File: config.mk
export PLATFORM = sky130hd
export DESIGN_NAME = led_scan_display
export DESIGN_NICKNAME = d
export VERILOG_FILES = /design/src/rtl/led_scan_display.sv
export SDC_FILE = /design/constraint.sdc
export NUM_CORES = 1
export LEC_CHECK = 0
export BUFFER_PORTS_ARGS = -buffer_cell sky130_fd_sc_hd__buf_2
export CAP_MARGIN = 25
export CORE_MARGIN = 5
export CORE_UTILIZATION = 30
export CTS_BUF_LIST = sky130_fd_sc_hd__clkbuf_4
export DETAILED_ROUTE_END_ITERATION = 16
export SYNTH_ARGS = -nofsm -noshare
export SYNTH_HDL_FRONTEND = slang
export SYNTH_SLANG_ARGS = --single-unit
File: constraint.sdc
create_clock -name clk_fs -period 3.2 [get_ports clk_fs]
set_input_delay 0.48 -clock clk_fs [delete_from_list [all_inputs] [get_ports clk_fs]]
set_output_delay 0.48 -clock clk_fs [all_outputs]
set_load 0.1 [all_outputs]
File: src/rtl/led_scan_display.sv
// Multiplexed seven-segment scanner: hex decode, per-digit dp, leading-zero blanking, frame-synchronous update.
// Define BIN2BCD_EN to convert loaded binary values to decimal with a sequential double-dabble engine.
module led_scan_display #(
  parameter int DIGITS     = 8,
  parameter int SCAN_DIV   = 4,
  parameter int ACTIVE_LOW = 1
) (
  input  logic                  clk_fs,
  input  logic                  rst,
  input  logic [4*DIGITS-1:0]   disp_data,
  input  logic [DIGITS-1:0]     dp_mask,
  input  logic                  blank_lz,
  input  logic                  load,
  output logic [7:0]            seg_out,
  output logic [DIGITS-1:0]     dig_sel,
  output logic                  frame_done
);

  localparam int   DW  = 4 * DIGITS;
  localparam int   PW  = (SCAN_DIV > 1) ? $clog2(SCAN_DIV) : 1;
  localparam int   IW  = $clog2(DIGITS);
  localparam logic POL = (ACTIVE_LOW != 0);

  logic [PW-1:0]     presc_reg, presc_next;
  logic [IW-1:0]     idx_reg, idx_next;
  logic              frame_done_reg, frame_done_next;
  logic [DW-1:0]     hold_data_reg, shadow_data_reg;
  logic [DIGITS-1:0] hold_dp_reg, shadow_dp_reg;
  logic [7:0]        seg_reg, seg_next;
  logic [DIGITS-1:0] dig_reg, dig_next;

  // Scan position: prescaler inside the digit, digit index inside the frame.
  always_comb begin
    presc_next = presc_reg + 1'b1;
    idx_next   = idx_reg;
    if (presc_reg == PW'(SCAN_DIV - 1)) begin
      presc_next = '0;
      idx_next   = (idx_reg == IW'(DIGITS - 1)) ? '0 : idx_reg + 1'b1;
    end
    frame_done_next = (presc_next == PW'(SCAN_DIV - 1)) && (idx_next == IW'(DIGITS - 1));
  end

  always_ff @(posedge clk_fs or posedge rst) begin
    if (rst) begin
      presc_reg      <= '0;
      idx_reg        <= '0;
      frame_done_reg <= 1'b0;
    end else begin
      presc_reg      <= presc_next;
      idx_reg        <= idx_next;
      frame_done_reg <= frame_done_next;
    end
  end

  always_ff @(posedge clk_fs or posedge rst) begin
    if (rst) begin
      hold_dp_reg <= '0;
    end else if (load) begin
      hold_dp_reg <= dp_mask;
    end
  end

`ifdef BIN2BCD_EN
  localparam int            CW        = $clog2(DW);
  localparam logic [DW-1:0] BCD_NINES = {DIGITS{4'h9}};

  logic              conv_busy_reg;
  logic [CW-1:0]     conv_cnt_reg;
  logic [DW-1:0]     conv_bin_reg, conv_bcd_reg;
  logic              conv_ovf_reg;
  logic              pend_valid_reg;
  logic [DW-1:0]     pend_data_reg;
  logic [DW-1:0]     bcd_adj, bcd_step;
  logic              conv_last, ovf_any;

  genvar gi;
  generate
    for (gi = 0; gi < DIGITS; gi++) begin : g_dabble
      assign bcd_adj[4*gi +: 4] = (conv_bcd_reg[4*gi +: 4] >= 4'd5) ?
                                  conv_bcd_reg[4*gi +: 4] + 4'd3 : conv_bcd_reg[4*gi +: 4];
    end
  endgenerate

  assign bcd_step  = {bcd_adj[DW-2:0], conv_bin_reg[DW-1]};
  assign ovf_any   = conv_ovf_reg | bcd_adj[DW-1];
  assign conv_last = (conv_cnt_reg == CW'(DW - 1));

  // A load arriving on the finishing cycle supersedes any older pending value.
  always_ff @(posedge clk_fs or posedge rst) begin
    if (rst) begin
      conv_busy_reg  <= 1'b0;
      conv_cnt_reg   <= '0;
      conv_bin_reg   <= '0;
      conv_bcd_reg   <= '0;
      conv_ovf_reg   <= 1'b0;
      pend_valid_reg <= 1'b0;
      pend_data_reg  <= '0;
      hold_data_reg  <= '0;
    end else if (conv_busy_reg) begin
      conv_bin_reg <= conv_bin_reg << 1;
      conv_bcd_reg <= bcd_step;
      conv_ovf_reg <= ovf_any;
      conv_cnt_reg <= conv_cnt_reg + 1'b1;
      if (conv_last) begin
        hold_data_reg <= ovf_any ? BCD_NINES : bcd_step;
        if (load || pend_valid_reg) begin
          conv_bin_reg   <= load ? disp_data : pend_data_reg;
          conv_bcd_reg   <= '0;
          conv_ovf_reg   <= 1'b0;
          conv_cnt_reg   <= '0;
          pend_valid_reg <= 1'b0;
        end else begin
          conv_busy_reg <= 1'b0;
        end
      end else if (load) begin
        pend_valid_reg <= 1'b1;
        pend_data_reg  <= disp_data;
      end
    end else if (load) begin
      conv_busy_reg <= 1'b1;
      conv_bin_reg  <= disp_data;
      conv_bcd_reg  <= '0;
      conv_ovf_reg  <= 1'b0;
      conv_cnt_reg  <= '0;
    end
  end
`else
  always_ff @(posedge clk_fs or posedge rst) begin
    if (rst) begin
      hold_data_reg <= '0;
    end else if (load) begin
      hold_data_reg <= disp_data;
    end
  end
`endif

  // Shadow only moves on the frame boundary so a frame never mixes two loads.
  always_ff @(posedge clk_fs or posedge rst) begin
    if (rst) begin
      shadow_data_reg <= '0;
      shadow_dp_reg   <= '0;
    end else if (frame_done_reg) begin
      shadow_data_reg <= hold_data_reg;
      shadow_dp_reg   <= hold_dp_reg;
    end
  end

  function automatic logic [6:0] glyph(input logic [3:0] nib);
    logic [6:0] g;
    case (nib)
      4'h0: g = 7'h3F;
      4'h1: g = 7'h06;
      4'h2: g = 7'h5B;
      4'h3: g = 7'h4F;
      4'h4: g = 7'h66;
      4'h5: g = 7'h6D;
      4'h6: g = 7'h7D;
      4'h7: g = 7'h07;
      4'h8: g = 7'h7F;
      4'h9: g = 7'h6F;
      4'hA: g = 7'h77;
      4'hB: g = 7'h7C;
      4'hC: g = 7'h39;
      4'hD: g = 7'h5E;
      4'hE: g = 7'h79;
      default: g = 7'h71;
    endcase
    return g;
  endfunction

  // upper_zero[k]: this nibble and every more significant one are zero.
  logic [DIGITS-1:0] upper_zero;
  genvar gz;
  generate
    for (gz = 0; gz < DIGITS; gz++) begin : g_upper_zero
      assign upper_zero[gz] = ~|shadow_data_reg[DW-1:4*gz];
    end
  endgenerate

  logic [3:0]        cur_nib;
  logic              cur_blank;
  logic [7:0]        seg_raw;
  logic [DIGITS-1:0] dig_onehot;

  always_comb begin
    cur_nib    = shadow_data_reg[{idx_reg, 2'b00} +: 4];
    cur_blank  = blank_lz && (idx_reg != '0) && upper_zero[idx_reg];
    seg_raw    = {shadow_dp_reg[idx_reg], cur_blank ? 7'h00 : glyph(cur_nib)};
    dig_onehot = {{(DIGITS-1){1'b0}}, 1'b1} << idx_reg;
    seg_next   = seg_raw ^ {8{POL}};
    dig_next   = dig_onehot ^ {DIGITS{POL}};
  end

  always_ff @(posedge clk_fs or posedge rst) begin
    if (rst) begin
      seg_reg <= {8{POL}};
      dig_reg <= {DIGITS{POL}};
    end else begin
      seg_reg <= seg_next;
      dig_reg <= dig_next;
    end
  end

  assign seg_out    = seg_reg;
  assign dig_sel    = dig_reg;
  assign frame_done = frame_done_reg;

endmodule

==> run summary <==
WORST SETUP PATH
---------------------------------------------------------------------------------------
Cell depth of the worst flop-to-flop path ................................            7
R2R Setup Slk ............................................................      0.93 ns
Worst stage delay on the critical path ...................................      0.59 ns
FF-to-FF End .............................................................   seg_out[0]
Endpoint type of the worst setup path ....................................    flip-flop
Worst EP arrival .........................................................      2.66 ns
Startpoint of the worst setup timing path ................................   idx_reg[1]
Critical path peak fanout ................................................            9
Data required time at the worst endpoint .................................      3.59 ns
End point of the critical path ...........................................   seg_out[0]
CP Launch Type ...........................................................    flip-flop
Setup CP Type ............................................................ flip-flop to flip-flop
Reg-to-Reg Start .........................................................   idx_reg[1]
Most frequent cell on the critical path ..................................      nand2_1
List of cells traversed by the critical path ............................. mux4_2 > nand2_1 > nand2_1 > ha_1 > or3_1 > o221ai_1 > nand2_1
Cell with the largest stage delay on the worst path ......................      dfrtp_1

GRT
---------------------------------------------------------------------------------------
First-pass GRT wire length ...............................................    14,400 um
Global Route met1 Usage ..................................................        15.7%
Grt ovf ..................................................................            0
Initial antenna violation count ..........................................            0
GRT met3 Usage ...........................................................        2.59%
GR Layer Usage met2 ......................................................        15.9%
Global-route usage over all layers .......................................        10.9%
Global route hottest layer ...............................................         met2
Number of global-route vias before repair ................................        2,648
Pin count of the biggest net entering global routing .....................           49

STA
---------------------------------------------------------------------------------------
Sum of negative setup slack ..............................................         0 ns
Final Skew ...............................................................    0.0143 ns
Pins over their slew limit ...............................................            0
Setup slack after layout .................................................     0.925 ns
Max Clock Freq ...........................................................    0.440 GHz
Final Cycle Share ........................................................        71.1%
Final Hold Fails .........................................................            0
Final setup vio count ....................................................            0
Transition time at the pin with the least slew margin ....................     0.919 ns
Worst max-slew margin expressed relative to the limit ....................        38.8%
Post-layout min period ...................................................      2.27 ns
Unrepaired setup endpoints after global routing ..........................           no

FLOORPLAN
---------------------------------------------------------------------------------------
DIE HEIGHT ...............................................................       131 um
IO Count .................................................................           61
Die W ....................................................................       131 um
Starting density of the core .............................................        30.4%
Area of the core .........................................................  0.0145 mm^2
Overall die area .........................................................  0.0172 mm^2
Number of standard-cell rows in the floorplan ............................           44

CLOCK TREE
---------------------------------------------------------------------------------------
Clock sink total .........................................................          102
Clock latency of the later-clocked register in the worst-skew pair .......      0.46 ns
TritonCTS clock tree .....................................................          yes
Buffer levels on the longest clock path ..................................            2
Cell chosen for the clock root ...........................................     clkbuf_4
Number of gates given a new drive strength after cts .....................            0
CTS buffer count .........................................................            9
Post-cts hold buffer count ...............................................            0
CTS H-tree lvls ..........................................................            3
Number of buffers inserted by post-CTS setup repair ......................            0
Clk slew on worst S/H paths ..............................................      0.15 ns

PLACEMENT
---------------------------------------------------------------------------------------
Buffers on Ports .........................................................           60
Placed Cells incl. Taps ..................................................          528
Post-DP HPWL .............................................................      6430 um
Post-placement setup slack ...............................................     0.911 ns
Routability-driven placement congestion ratio ............................        0.828

SYNTH
---------------------------------------------------------------------------------------
Register area share after synthesis ......................................        58.5%
Net Count, Synth .........................................................          349
Synthesized area ......................................................... 0.00440 mm^2
Count of state elements after synthesis ..................................          102
Netlist cell types .......................................................           35
Post-synthesis average cell area .........................................    15.1 um^2
Synth warn ...............................................................            0
Gate count after technology mapping ......................................          291

FINAL LAYOUT
---------------------------------------------------------------------------------------
Multi-input gate area in the final layout ................................ 0.00173 mm^2
Total inserted antenna cells .............................................            0
Sequential cell area ..................................................... 0.00257 mm^2
Number of nets in the layout .............................................          413
Layout-stage area growth over the synthesis result .......................        16.3%
Highest-count cells in the layout ignoring fill and taps ................. 86 x dfrtp_1, 65 x mux2_2, 60 x buf_2, 19 x nand2_1
Most common cell after layout, fill and taps aside .......................      dfrtp_1
Share of cells above drive strength 1 ....................................        47.2%
Fill cell instance count of the final layout .............................        1,399
Final Non-Filler Cells ...................................................          544

ROUTE
---------------------------------------------------------------------------------------
Remaining design rule violation count ....................................            0
Routed wire length .......................................................      8570 um
WL per Instance ..........................................................      15.7 um
DR vias ..................................................................        2,529
Average via count per standard cell ......................................         4.65
Number of iterations in the first detailed-routing pass ..................            4
Number of violations reported at the end of detailed-routing iteration 0 .          112
Antenna-violating nets left ..............................................            0

POWER AND IR DROP
---------------------------------------------------------------------------------------
Worst ir drop on vdd .....................................................     0.240 mV
Static leakage power .....................................................      2.21 nW
Power per unit of standard cell area .....................................  542 mW/mm^2

FLOW RUN
---------------------------------------------------------------------------------------
Maximum Capacitance Violations ...........................................            0

RUN STATUS
---------------------------------------------------------------------------------------
Run status ...............................................................    completed

MIN PATH
---------------------------------------------------------------------------------------
Hold Crit Class .......................................................... input pin to async pin

==> through the flow <==
step	util, %	hold slack [ns]	instance area [um^2]	total power (W)
2_1_floorplan	-	0.432	4400	0.00181
3_3_place_gp	33.9	0.446	4910	0.00192
3_5_place_dp	33.9	0.466	4910	0.00193
5_1_grt	35.3	0.101	5110	0.00291
6_report	35.3	0.0840	5110	0.00277
4_1_cts	35.3	0.0524	5110	0.00282
==> layer usage <==
layer	vias to the layer above	wire [um]	share of wire (%)
met2	62	3960	46
li1	1192	-	-
met1	1264	4010	47
met3	11	444	5.2
met5	-	0	0
met4	0	150	1.8
==> how the worst min path moves through the flow <==
stage                 start                  end  slack, ns  cells after the start
4_1_cts                 rst   shadow_data_reg[9]       0.05                      2
6_report                rst     hold_data_reg[5]       0.08                      2
5_1_grt                 rst  shadow_data_reg[13]       0.10                      2
3_3_place_gp   presc_reg[0]         presc_reg[0]       0.45                      1
2_1_floorplan  presc_reg[0]         presc_reg[0]       0.43                      1
3_5_place_dp   presc_reg[0]         presc_reg[0]       0.47                      1
==> where the power goes <==
group | total [W] | switching, W | leakage (nW) | internal (W)
clock network | 0.000873 | 0.000403 | 0.104 | 0.000470
logic | 0.000400 | 0.000246 | 0.925 | 0.000154
registers | 0.00150 | 0.0000784 | 1.18 | 0.00142
total | 0.00277 | 0.000728 | 2.21 | 0.00204
==> cells in the mapped netlist <==
cell | n | area (um^2)
buf_6 | 1 | 11.3
nand3_1 | 4 | 20.0
nor4_1 | 8 | 50.1
mux4_1 | 6 | 158
a2111oi_0 | 1 | 8.76
o22ai_1 | 1 | 6.26
a21oi_1 | 1 | 5.00
mux2_4 | 1 | 15.0
clkbuf_1 | 3 | 11.3
clkinv_1 | 1 | 3.75
dfrtp_1 | 86 | 2150
o21ai_0 | 1 | 5.00
buf_4 | 1 | 7.51
a221oi_1 | 1 | 8.76
o21ai_1 | 2 | 10.0
nand4_1 | 1 | 6.26
o221ai_1 | 2 | 17.5
nor2_1 | 3 | 11.3
dfstp_2 | 16 | 420
ha_1 | 14 | 175
o211ai_1 | 6 | 45.0
nand2_1 | 19 | 71.3
mux2i_1 | 6 | 60.1
inv_1 | 7 | 26.3
buf_1 | 6 | 22.5
mux2_2 | 65 | 732
xnor2_1 | 1 | 8.76
o311ai_0 | 1 | 8.76
buf_2 | 1 | 5.00
and4_1 | 1 | 8.76
or3_1 | 1 | 6.26
mux4_2 | 4 | 90.1
mux2i_4 | 1 | 22.5
mux2_1 | 16 | 180
inv_2 | 2 | 7.51
==> worst max-delay path: cells and delay by family (launching register included) <==
family	cells	cell delay, ns
fa+ha+maj	1	0.29
mux	1	0.56
flops	1	0.59
compound gates	1	0.08
simple gates	4	0.69
==> cells by family (layout without fill, tap and decap cells) <==
family	count (synthesis)	in the layout	share of synthesized area (%)
AND/OR/NAND/NOR	37	37	3.95
AO/OA/AOI/OAI	16	16	2.62
buffers and inverters	22	91	2.16
XOR/XNOR	1	1	0.199
adder cells (fa/ha/maj)	14	14	3.98
flip-flops	102	102	58.5
multiplexers	99	99	28.6
==> area by class of cell <==
cell class / count / area share (%)
flip-flops and latches: 102 / 50.3
multi-input cells: 167 / 33.8
repair buffers: 65 / 6.60
well taps: 184 / 4.50
clock inverters: 7 / 2.67
clock buffers: 9 / 1.32
inverters: 10 / 0.783
Power figures use the tool's default switching activity.
